$ cat src/rtl/sipo_deser.sv
// rtl/sipo_deser.sv - serial-in/parallel-out deserializer with start-marker framing and one-word output holding register
// Optional: define SIPO_PARITY_EN to consume and check a trailing even-parity bit per frame.
module sipo_deser #(
    parameter int DATA_WIDTH = 16,
    parameter int MSB_FIRST  = 0
) (
    input  logic                  clk,
    input  logic                  resetn,
    input  logic                  din,
    input  logic                  din_valid,
    input  logic                  din_start,
    output logic [DATA_WIDTH-1:0] dout,
    output logic                  dout_valid,
    input  logic                  dout_ready,
    output logic                  overflow,
    output logic                  parity_err
);

`ifdef SIPO_PARITY_EN
    localparam int FRAME_LEN = DATA_WIDTH + 1;
`else
    localparam int FRAME_LEN = DATA_WIDTH;
`endif
    localparam int CW = $clog2(FRAME_LEN + 1);

    typedef enum logic {HUNT, SHIFT} state_t;

    state_t                state, state_next;
    logic [CW-1:0]         cnt, cnt_next;
    logic [DATA_WIDTH-1:0] sr, sr_next;
    logic [DATA_WIDTH-1:0] shift_base, shifted, done_word;
    logic                  restart, take, frame_done, data_bit, word_ok;

    always_ff @(posedge clk or negedge resetn) begin
        if (!resetn) begin
            state <= HUNT;
            cnt   <= '0;
            sr    <= '0;
        end else begin
            state <= state_next;
            cnt   <= cnt_next;
            sr    <= sr_next;
        end
    end

    always_comb begin
        state_next = state;
        cnt_next   = cnt;
        sr_next    = sr;
        restart    = din_valid && din_start;
        take       = din_valid && (state == SHIFT || din_start);
        frame_done = take && !restart && (cnt == CW'(FRAME_LEN - 1));
`ifdef SIPO_PARITY_EN
        // The final bit of a frame is parity and never enters the data register.
        data_bit   = restart || (cnt < CW'(DATA_WIDTH));
        word_ok    = (din == ^sr);
        done_word  = sr;
`else
        data_bit   = 1'b1;
        word_ok    = 1'b1;
        done_word  = '0;
`endif
        // A start marker discards any partial word before this bit enters.
        shift_base = restart ? '0 : sr;
        if (MSB_FIRST != 0) begin
            shifted = {shift_base[DATA_WIDTH-2:0], din};
        end else begin
            shifted = {din, shift_base[DATA_WIDTH-1:1]};
        end
`ifndef SIPO_PARITY_EN
        done_word  = shifted;
`endif
        if (restart) begin
            state_next = SHIFT;
            cnt_next   = CW'(1);
            sr_next    = shifted;
        end else if (take) begin
            if (data_bit) begin
                sr_next = shifted;
            end
            cnt_next = frame_done ? '0 : cnt + CW'(1);
        end
    end

    always_ff @(posedge clk or negedge resetn) begin
        if (!resetn) begin
            dout       <= '0;
            dout_valid <= 1'b0;
            overflow   <= 1'b0;
        end else begin
            if (frame_done && word_ok) begin
                if (!dout_valid || dout_ready) begin
                    dout       <= done_word;
                    dout_valid <= 1'b1;
                end else begin
                    overflow   <= 1'b1;
                end
            end else if (dout_valid && dout_ready) begin
                dout_valid <= 1'b0;
            end
        end
    end

`ifdef SIPO_PARITY_EN
    always_ff @(posedge clk or negedge resetn) begin
        if (!resetn) begin
            parity_err <= 1'b0;
        end else begin
            parity_err <= frame_done && !word_ok;
        end
    end
`else
    assign parity_err = 1'b0;
`endif

endmodule

$ cat config.mk
export PLATFORM = sky130hd
export DESIGN_NAME = sipo_deser
export DESIGN_NICKNAME = d
export VERILOG_FILES = /design/src/rtl/sipo_deser.sv
export SDC_FILE = /design/constraint.sdc
export NUM_CORES = 1
export LEC_CHECK = 0
export ABC_AREA = 1
export CAP_MARGIN = 20
export CORE_ASPECT_RATIO = 1.1
export CORE_MARGIN = 2
export CORE_UTILIZATION = 40
export CTS_CLUSTER_SIZE = 12
export DETAILED_ROUTE_END_ITERATION = 10
export RECOVER_POWER = 50
export SLEW_MARGIN = 10
export SYNTH_ARGS = -nofsm -noshare
export SYNTH_HDL_FRONTEND = slang
export SYNTH_SLANG_ARGS = --single-unit
$ cat constraint.sdc
create_clock -name clk -period 1.32 [get_ports clk]
set_input_delay 0.198 -clock clk [delete_from_list [all_inputs] [get_ports clk]]
set_output_delay 0.198 -clock clk [all_outputs]
set_load 0.1 [all_outputs]
==> flow_summary.yaml <==
setup_path:
  cp.depth: 6
  worstPathRequired_ps: 1500
  crit_buf_inv: 0
  cp-start-kind: "flip-flop"
  crit_type: "reg -> reg"
  max_stage_delay_ps: 390
  endpoint_kind: "flip-flop"
  path_cells: "ha_4 > nand3_4 > nor2_8 > nand3_4 > nand2_1 > nand2_1"
  crit_arrival_ps: 1480
  r2r.worst_path.cells: 6
  cpLargestDelayFamily: "simple AND/OR/NAND/NOR gates"
  crit_slowest_cell: "dfrtp_1"
  crit_fanout: 8
  startpoint: "cnt[0]$_DFFE_PN0P_"
  r2r-start: "cnt[0]$_DFFE_PN0P_"
run_status:
  status: "finished clean"
yosys:
  synth_seq_cells: 39
  netlist_area_sq_um: 1760
  yosysSeqAreaShare_pct: 55.5
  syn_area_per_cell_sq_um: 8.97
  synth_fp_nets: 203
  synth_top_area_share_pct: 55.5
  post-synth-top-area-cell: "dfrtp_1"
  ys_types: 26
  synthCells: 196
  ys.warnings.count: 0
  synthTopCellsByArea: "dfrtp_1 (56%), nand2_1 (13%), nand4_1 (6.0%), inv_1 (4.5%), a21oi_1 (4.3%)"
global_routing:
  grt_usage_pct: 19.1
  grt_pass1_wl_um: 6860
  grt_pass1_vias: 1452
  antenna_found_initial: 0
  overflow: 0
  grt_max_degree: 19
cts:
  cts_tree: "built"
  htreeDepth: 2
  numCtsBuffers: 5
  clock_latency_ps: 290
  cts_sinks: 39
  ctsRootBufferMaster: "clkbuf_8"
  cts.clk_slew.worst_paths_ps: 80
  clock_path_buffers: 2
floorplanning:
  rows: 25
  die_w_um: 67.2
  core_area_sq_um: 4250
  die-height_um: 73.5
  die-area_sq_um: 4940
  ios: 25
  initial_core_util_pct: 41.3
placed_design:
  dpl.hpwl_um: 2790
  place_congestion: 0.774
  place_inst: 280
  port-buffer-count: 23
route:
  first_pass_iters: 4
  routed_wirelength_um: 4180
  drt_iter0_drc: 72
  drc_errors: 0
  ant_nets: 0
  via_per_inst: 5.10
  num_vias: 1495
  wire_per_inst_um: 14.3
finish:
  stdcell_count: 293
  multiInputGateArea_sq_um: 681
  drive_gt1_share_pct: 26.8
  diodes: 0
  fin_util_pct: 59.7
  syn_to_final_growth_pct: 44.5
  nets: 245
  regArea_sq_um: 980
  fill_cells: 397
sta:
  fin_crit_sh_pct: 98.6
  finalHoldViolations: 0
  timing.final.crit_period_ps: 1300
  rsz0062_at_grt: "yes"
  slew_viol_final: 0
  finalSetupViolations: 0
  clock.fmax_mhz: 769
  skew_ps: 5.72
power_and_ir_drop:
  max-vdd-ir-drop_mv: 0.923
  p_leak_uw: 0.00122
  power_per_cell_area_nw_per_um2: 1050
worst_hold_path:
  holdCritPathClass: "in -> async"
job:
  drv_cap: 0
==> power breakdown <==
group	internal [uW]	switching, uW
clock	756	422
combinational	104	150
sequential	1220	22.9
total	2080	595
==> repair_timing <==
action,CTS,global route
cloned,1,1
hold buffers,1,0
endpoints found under the setup margin,2,21
resized for setup,0,11
buffers inserted,0,2
pin swaps,0,6
hold endpoints to repair,16,0
==> per-layer routing <==
metal  up-vias  part of all wire (%)  track usage [%]  wire length [um]
met2        29                    52             30.3              2180
met1       739                    43             25.2              1790
met5         -                     0                0                 0
met4         0                   1.6             7.26                65
met3         7                   3.5             4.75               145
li1        720                     -                -                 -
==> cells by family after synthesis <==
logic type | count (synthesis) | synth area share, %
buffers and inverters | 34 | 9.18
AOI/OAI and AO/OA | 34 | 10.2
xor gates and xnor gates | 1 | 0.498
adders and majority gates | 1 | 0.712
other | 1 | 0.213
and+or+nand+nor | 86 | 23.6
DFF | 39 | 55.5
==> Yosys cell counts <==
| master | number |
|---|---|
| ha_1 | 1 |
| inv_2 | 1 |
| buf_2 | 3 |
| nand3_2 | 1 |
| xnor2_1 | 1 |
| nor2_4 | 1 |
| inv_1 | 21 |
| buf_1 | 1 |
| clkbuf_1 | 2 |
| nor2_1 | 2 |
| o21ai_0 | 15 |
| nor2_8 | 1 |
| o211a_1 | 1 |
| or2_2 | 1 |
| o21bai_1 | 1 |
| buf_6 | 2 |
| a21oi_1 | 15 |
| nand3_4 | 1 |
| nand2_2 | 1 |
| conb_1 | 1 |
| o22ai_1 | 2 |
| nand2_1 | 60 |
| nand4_1 | 17 |
| nand3_1 | 1 |
| buf_4 | 4 |
| dfrtp_1 | 39 |
==> layout by cell type, fill, tap and decap left out <==
cell type	count
a21oi_1	15
buf_12	19
buf_2	1
buf_4	16
buf_6	1
buf_8	1
bufinv_16	2
clkbuf_1	1
clkbuf_2	3
clkbuf_8	5
clkdlybuf4s50_1	4
conb_1	1
dfrtp_1	38
dfrtp_4	1
dlygate4sd3_1	1
ha_4	1
inv_1	20
inv_2	2
nand2_1	56
nand2_2	4
nand2_4	1
nand3_1	1
nand3_4	3
nand4_1	17
nor2_1	1
nor2_4	2
nor2_8	1
o211a_1	1
o21ai_0	15
o21bai_1	1
o22ai_1	2
or2_2	1
xnor2_1	1
==> final timing paths <==
check	end	slack (ps)
worst max-delay path	dout[10]$_DFFE_PN0P_	20
min in group clk	state$_DFFE_PN0P_	520
max in group asynchronous	sr[10]$_DFFE_PN0P_	260
worst min-delay path	state$_DFFE_PN0P_	400
worst max register to register	dout[10]$_DFFE_PN0P_	20
worst min register to register	state$_DFFE_PN0P_	520
==> layout make-up <==
| cell class | instances | share of cell area (%) |
|---|---|---|
| Clock buffer | 6 | 2.86 |
| Clock inverter | 2 | 2.36 |
| Inverter | 22 | 3.25 |
| Multi-Input combinational cell | 124 | 26.8 |
| Sequential cell | 39 | 38.6 |
| Tap cell | 54 | 2.66 |
| Timing Repair Buffer | 46 | 23.5 |
==> through the flow <==
stage | total power, uW | area [sq um] | TNS (ps) | setup WS [ps] | hold slack, ps
2_1_floorplan | 1400 | 1790 | -44.2 | -4.42 | -97.6
3_3_place_gp | 1500 | 2330 | -4170 | -148 | 150
3_5_place_dp | 1510 | 2330 | -5080 | -183 | 162
4_1_cts | 2690 | 2490 | -156 | -24.7 | 386
5_1_grt | 2790 | 2540 | -680 | -51.6 | 435
6_report | 2680 | 2540 | 0 | 18.9 | 397
==> sequential cells by signal (all words and copies together), names as in the netlist <==
register	flops
state	1
overflow	1
dout	16
sr	15
dout_valid	1
cnt	5
No activity file was read; power rests on OpenSTA's default activity.
==> edit 1, RTL diff (config.mk and constraints unchanged) <==
The parameter `MSB_FIRST` goes from 0 to 1.
--- a/src/rtl/sipo_deser.sv
+++ b/src/rtl/sipo_deser.sv
@@ -2,7 +2,7 @@
 // Optional: define SIPO_PARITY_EN to consume and check a trailing even-parity bit per frame.
 module sipo_deser #(
     parameter int DATA_WIDTH = 16,
-    parameter int MSB_FIRST  = 0
+    parameter int MSB_FIRST  = 1
 ) (
     input  logic                  clk,
     input  logic                  resetn,
Function: same outputs for any inputs over 10 cycles, from zero or initial values and one cycle with resetn low; that may be too few to reach the edited logic, so the function may still have changed.
==> edit 1 against the original RTL <==
- cell area down 3.0%
- hold slack worse by 0.022 ns
- power down 15%
- wire length down 8.0%
- die area about the same
- non-clock buffer count down 2
- sequential cell count unchanged
- via count down 3.5%
- clock skew about the same
- worst setup slack better by 0.043 ns
- critical path depth unchanged
- area after synthesis about the same
- critical path type unchanged
- largest power group unchanged
- highest routed layer unchanged
==> edit 1: results (changes against the original RTL) <==
outcome=completed; net total in the final layout=244 (-0.41%); drt pass-1 iters=4 (unchanged); Global Route met2 Usage=29.4% (-0.88 points); arrival time of data at the critical path endpoint=1.44 ns (-0.04 ns); Post-Syn Nets=204 (+0.49%); clock-pin transition on the worst setup and hold timing paths=0.08 ns (about the same); post-synthesis async set-or-reset flop share=100% (unchanged); filler cell count=397 (unchanged); detailed-route DRC error count=0 (unchanged); initial antenna violation count=0 (unchanged); largest buffer count on any clock path=2 (unchanged); leak pwr=1.18 nW (-3.7%); Final HPWL DP=2710 um (-3.1%); leading register cell type out of synthesis=dfrtp_1; peak ir drop on the vdd network=0.000589 V (-36%); Clock Tree Root=clkbuf_8; number of failing setup endpoints in the final timing report=0 (unchanged); met1 demand-to-capacity share in global routing=23.9% (-1.3 points); YS warnings=0 (unchanged); number of diodes added for antenna fixing=0 (unchanged); total wire length after detailed routing=3850 um (-8.0%); via total after detailed routing=1442 (-3.5%); max incr delay on CP=0.40 ns; Hold/Removal Path Class=in2async; pin count of the biggest net entering global routing=23 (+4); Post-Synthesis Cell Area=0.00176 mm2 (about the same); H-tree levels=2 (unchanged); clock skew after layout=0.00554 ns (-0.000175 ns); ratio of cells with drive above 1 in the final layout=23.9% (-2.8 points); wire length of the first global-routing pass=6690 um (-2.5%); portion of the post-synthesis area used by sequential elements=55.6% (about the same); total routing resource utilization after global routing=18.3% (-0.75 points); number of DRC markers in iteration 0=82 (+14%); unique cell type count in the Yosys netlist=26 (unchanged); global placer's final weighted congestion=0.841 (+8.6%); CP Max Fanout=8 (unchanged); slowest stage cell, crit path=dfrtp_1; Post-Place Setup Slack=-0.133 ns (+0.0504 ns); top cell types by occurrence after synthesis=nand2_1 (59), dfrtp_1 (39), inv_1 (23); met3 Track Usage GR=4.59% (-0.15 points); Num CTS Buffers=5 (unchanged); clock latency on the worst-skew pair=0.29 ns (about the same); largest registers=dout x16, sr x15, cnt x5; number of buffer cells added on primary ports=23 (unchanged); cells taking the most area after synthesis=dfrtp_1 (56%), nand2_1 (13%), nand4_1 (6.1%)
edit 1: timing repair:
item | 4_1_cts | 5_1_grt
hold buffers | 1 | 0
hold endpoints to repair | 17 | 0
gates resized for setup | 1 | 3
setup buffers | 0 | 2
gates cloned | 1 | 0
pin swaps | 0 | 5
setup endpoints to repair | 16 | 16
edit 1: cell families after synthesis:
group | after synthesis | synth area share, %
flip-flops | 39 | 55.6
AO/OA/AOI/OAI | 34 | 10.2
adder cells (fa/ha/maj) | 1 | 0.712
buffers and inverters | 35 | 9.04
XOR/XNOR | 1 | 0.499
AND/OR/NAND/NOR | 86 | 23.8
other | 1 | 0.213
edit 1: final cells by class:
| cell class | count | share of cell area [%] |
|---|---|---|
| well taps | 54 | 2.74 |
| repair buffers | 44 | 23.6 |
| clock inverters | 1 | 0.203 |
| inverters | 23 | 3.50 |
| clock buffers | 7 | 3.10 |
| flip-flops and latches | 39 | 39.8 |
| multi-input cells | 124 | 27.1 |
edit 1: critical path: cells and delay by family (launching register included):
kind,cells,cell delay [ns]
simple gates,5,0.59
flops,1,0.40
fa+ha+maj,1,0.17
edit 1: path summary, 6_finish.rpt:
kind | endpoint | from | slack [ns] | cells after the start
min in group clk | state$_DFFE_PN0P_ | state$_DFFE_PN0P_ | 0.49 | 1
hold / removal | dout[9]$_DFFE_PN0P_ | resetn | 0.37 | 2
hold reg to reg | state$_DFFE_PN0P_ | state$_DFFE_PN0P_ | 0.49 | 1
setup / recovery | dout[1]$_DFFE_PN0P_ | cnt[0]$_DFFE_PN0P_ | 0.06 | 6
setup reg to reg | dout[1]$_DFFE_PN0P_ | cnt[0]$_DFFE_PN0P_ | 0.06 | 6
max in group asynchronous | overflow$_DFFE_PN0P_ | resetn | 0.23 | 3
edit 1: metrics by stage:
stage / area, um2 / cells / setup TNS (ns)
after CTS: 2450 / 290 / 0
after detailed placement: 2340 / 280 / -3.37
final: 2460 / 292 / 0
after global placement: 2340 / 280 / -2.80
after global routing: 2460 / 292 / -0.460
after floorplan: 1780 / 197 / -0.0437
edit 1: power by group:
part / internal [mW] / switching [mW] / total, mW
Combinational: 0.102 / 0.148 / 0.250
Clock: 0.371 / 0.413 / 0.784
Sequential: 1.23 / 0.0235 / 1.25
edit 1: per-layer routing:
metal,up-vias,part of all wire (%)
met5,-,0
met2,18,49
li1,717,-
met3,5,2.8
met1,702,46
met4,0,1.7
==> edit 2, RTL diff (same flow settings) <==
Made on the original files. One comparison of `cnt` changes from == to >=.
--- a/src/rtl/sipo_deser.sv
+++ b/src/rtl/sipo_deser.sv
@@ -49,7 +49,7 @@
         sr_next    = sr;
         restart    = din_valid && din_start;
         take       = din_valid && (state == SHIFT || din_start);
-        frame_done = take && !restart && (cnt == CW'(FRAME_LEN - 1));
+        frame_done = take && !restart && (cnt >= CW'(FRAME_LEN - 1));
 `ifdef SIPO_PARITY_EN
         // The final bit of a frame is parity and never enters the data register.
         data_bit   = restart || (cnt < CW'(DATA_WIDTH));
Check against the original RTL: no difference found for any inputs over 10 cycles, from zero or initial values and one cycle with resetn low; that may be too few to reach the edited logic, so the function may still have changed.
==> edit 2 against the original RTL <==
- the run now ends with setup timing left
- hold slack better by 0.10 ns
- sequential cell count unchanged
- wire length up 2.7%
- cell area up 0.44%
- area after synthesis down 2.4%
- worst setup slack worse by 0.25 ns
Power is not compared: it rests on default switching activity, and its combinational part moved more than twofold at a synthesized area within 25%.
==> edit 2: results (changes against the original RTL) <==
outcome=finished, violations left; Num CTS Buffers=5 (unchanged); arrival time of data at the critical path endpoint=1.72 ns (+0.24 ns); pin count of the biggest net entering global routing=40 (+21); total routing resource utilization after global routing=20.6% (+1.6 points); cells taking the most area after synthesis=dfrtp_1 (57%), nand2_1 (13%), nand4_1 (5.8%); initial antenna violation count=0 (unchanged); Post-Syn Nets=201 (-0.99%); total wire length after detailed routing=4290 um (+2.7%); Final HPWL DP=2620 um (-6.3%); number of failing setup endpoints in the final timing report=23 (+23); Hold/Removal Path Class=reg2reg; H-tree levels=2 (unchanged); number of DRC markers in iteration 0=117 (+63%); ratio of cells with drive above 1 in the final layout=29.9% (+3.1 points); peak ir drop on the vdd network=0.000507 V; post-synthesis async set-or-reset flop share=100% (unchanged); beginning of the worst register-to-register path=cnt[1]$_DFFE_PN0P_; xor and xnor area share after synthesis=0.511% (+0.012 points); Placed Instance Area=0.00226 mm2 (-3.3%); tightest slew margin relative to the limit=64.8%; worst min-delay path startpoint=state$_DFFE_PN0P_; compound-gate portion of the synthesized area=6.35% (-3.9 points); leak pwr=1.22 nW; portion of the post-synthesis area used by sequential elements=56.9% (+1.4 points); final worst setup slack=-0.226 ns (-0.245 ns); top cell types by occurrence after synthesis=nand2_1 (58), dfrtp_1 (39), inv_1 (22); clock skew after layout=0.00768 ns (+0.00196 ns); largest buffer count on any clock path=2 (unchanged); YS warnings=0 (unchanged); global placer's final weighted congestion=0.911 (+18%); Worst setup SP type=register; unique cell type count in the Yosys netlist=24 (-7.7%); drt pass-1 iters=4 (unchanged); clock-pin transition on the worst setup and hold timing paths=0.07 ns; Clock Tree Root=clkbuf_8; adder-cell area share of the yosys netlist=1.46% (+0.75 points); wire length of the first global-routing pass=7500 um (+9.4%); violated checks=setup timing; clock latency on the worst-skew pair=0.29 ns (about the same); largest registers=dout x16, sr x15, cnt x5; number of buffer cells added on primary ports=23 (unchanged); net total in the final layout=251 (+2.4%); CP Max Fanout=5 (-3); DR vias/cell=5.24 (+2.6%); proportion of synthesized area in mux cells=0% (unchanged); vias in the first global route=1531 (+5.4%); number of diodes added for antenna fixing=0 (unchanged)
edit 2: final timing paths:
path                            slack (ns)                      to  cells past startpoint
max in group asynchronous             0.40  dout_valid$_DFFE_PN0P_                      3
worst min-delay path                  0.50       state$_DFFE_PN0P_                      1
worst max-delay path                 -0.23     dout[8]$_DFFE_PN0P_                      9
min in group asynchronous             0.52     dout[0]$_DFFE_PN0P_                      3
worst min register to register        0.50       state$_DFFE_PN0P_                      1
worst max register to register       -0.23     dout[8]$_DFFE_PN0P_                      9
edit 2: cell families (layout without fill, tap and decap cells):
family / count (synthesis) / count (layout)
AO/OA/AOI/OAI: 20 / 20
flip-flops: 39 / 39
adder cells (fa/ha/maj): 2 / 2
AND/OR/NAND/NOR: 99 / 103
other: 1 / 1
buffers and inverters: 31 / 78
XOR/XNOR: 1 / 1
edit 2: where the power goes:
group | switching, mW | leakage, nW | total, mW | internal (mW)
registers | 0.0529 | 0.525 | 1.31 | 1.26
clock network | 0.401 | 0.0422 | 0.772 | 0.371
logic | 0.456 | 0.648 | 0.705 | 0.249
total | 0.911 | 1.22 | 2.79 | 1.88
edit 2: stage by stage:
stage	util, %	hold slack, ns	setup WS, ns	setup TNS, ns	std cells
6_report	62.9	0.499	-0.226	-4.27	296
3_3_place_gp	55.7	0.270	-0.276	-9.14	275
3_5_place_dp	55.7	0.271	-0.324	-10.37	275
5_1_grt	62.9	0.528	-0.300	-6.24	296
4_1_cts	61.8	0.481	-0.203	-3.92	294
2_1_floorplan	-	-0.0976	-0.187	-2.39	193
edit 2: metal layers:
metal | track usage, % | part of all wire, % | vias to the layer above
met1 | 27.9 | 40 | 739
met4 | 9.52 | 2.6 | 0
li1 | - | - | 723
met3 | 4.94 | 7.5 | 14
met5 | 0 | 0 | -
met2 | 31.6 | 50 | 74
edit 2: timing repair:
action | 4_1_cts | 5_1_grt
resized for setup | 12 | 11
endpoints found under the setup margin | 25 | 38
cloned | 4 | 1
buffers inserted | 6 | 1
pin swaps | 11 | 7
hold endpoints to repair | 39 | 0
hold buffers | 1 | 0
edit 2: area by class of cell:
| type | count | area [um2] |
|---|---|---|
| Sequential cell | 39 | 977 |
| Tap cell | 52 | 65.1 |
| Clock buffer | 7 | 76.3 |
| Inverter | 23 | 93.8 |
| Timing Repair Buffer | 46 | 597 |
| Multi-Input combinational cell | 127 | 729 |
| Fill cell | 313 | 1500 |
| Timing Repair inverter | 1 | 7.51 |
| Clock inverter | 1 | 5.00 |
edit 2: worst max-delay path: stages (launching register included):
cell,delay (ns)
dfrtp_1,0.39
ha_2,0.19
nand2_1,0.06
nor2_1,0.04
ha_2,0.18
nor2_4,0.16
buf_12,0.16
nand2_8,0.07
nand4_1,0.11
nand2_1,0.07
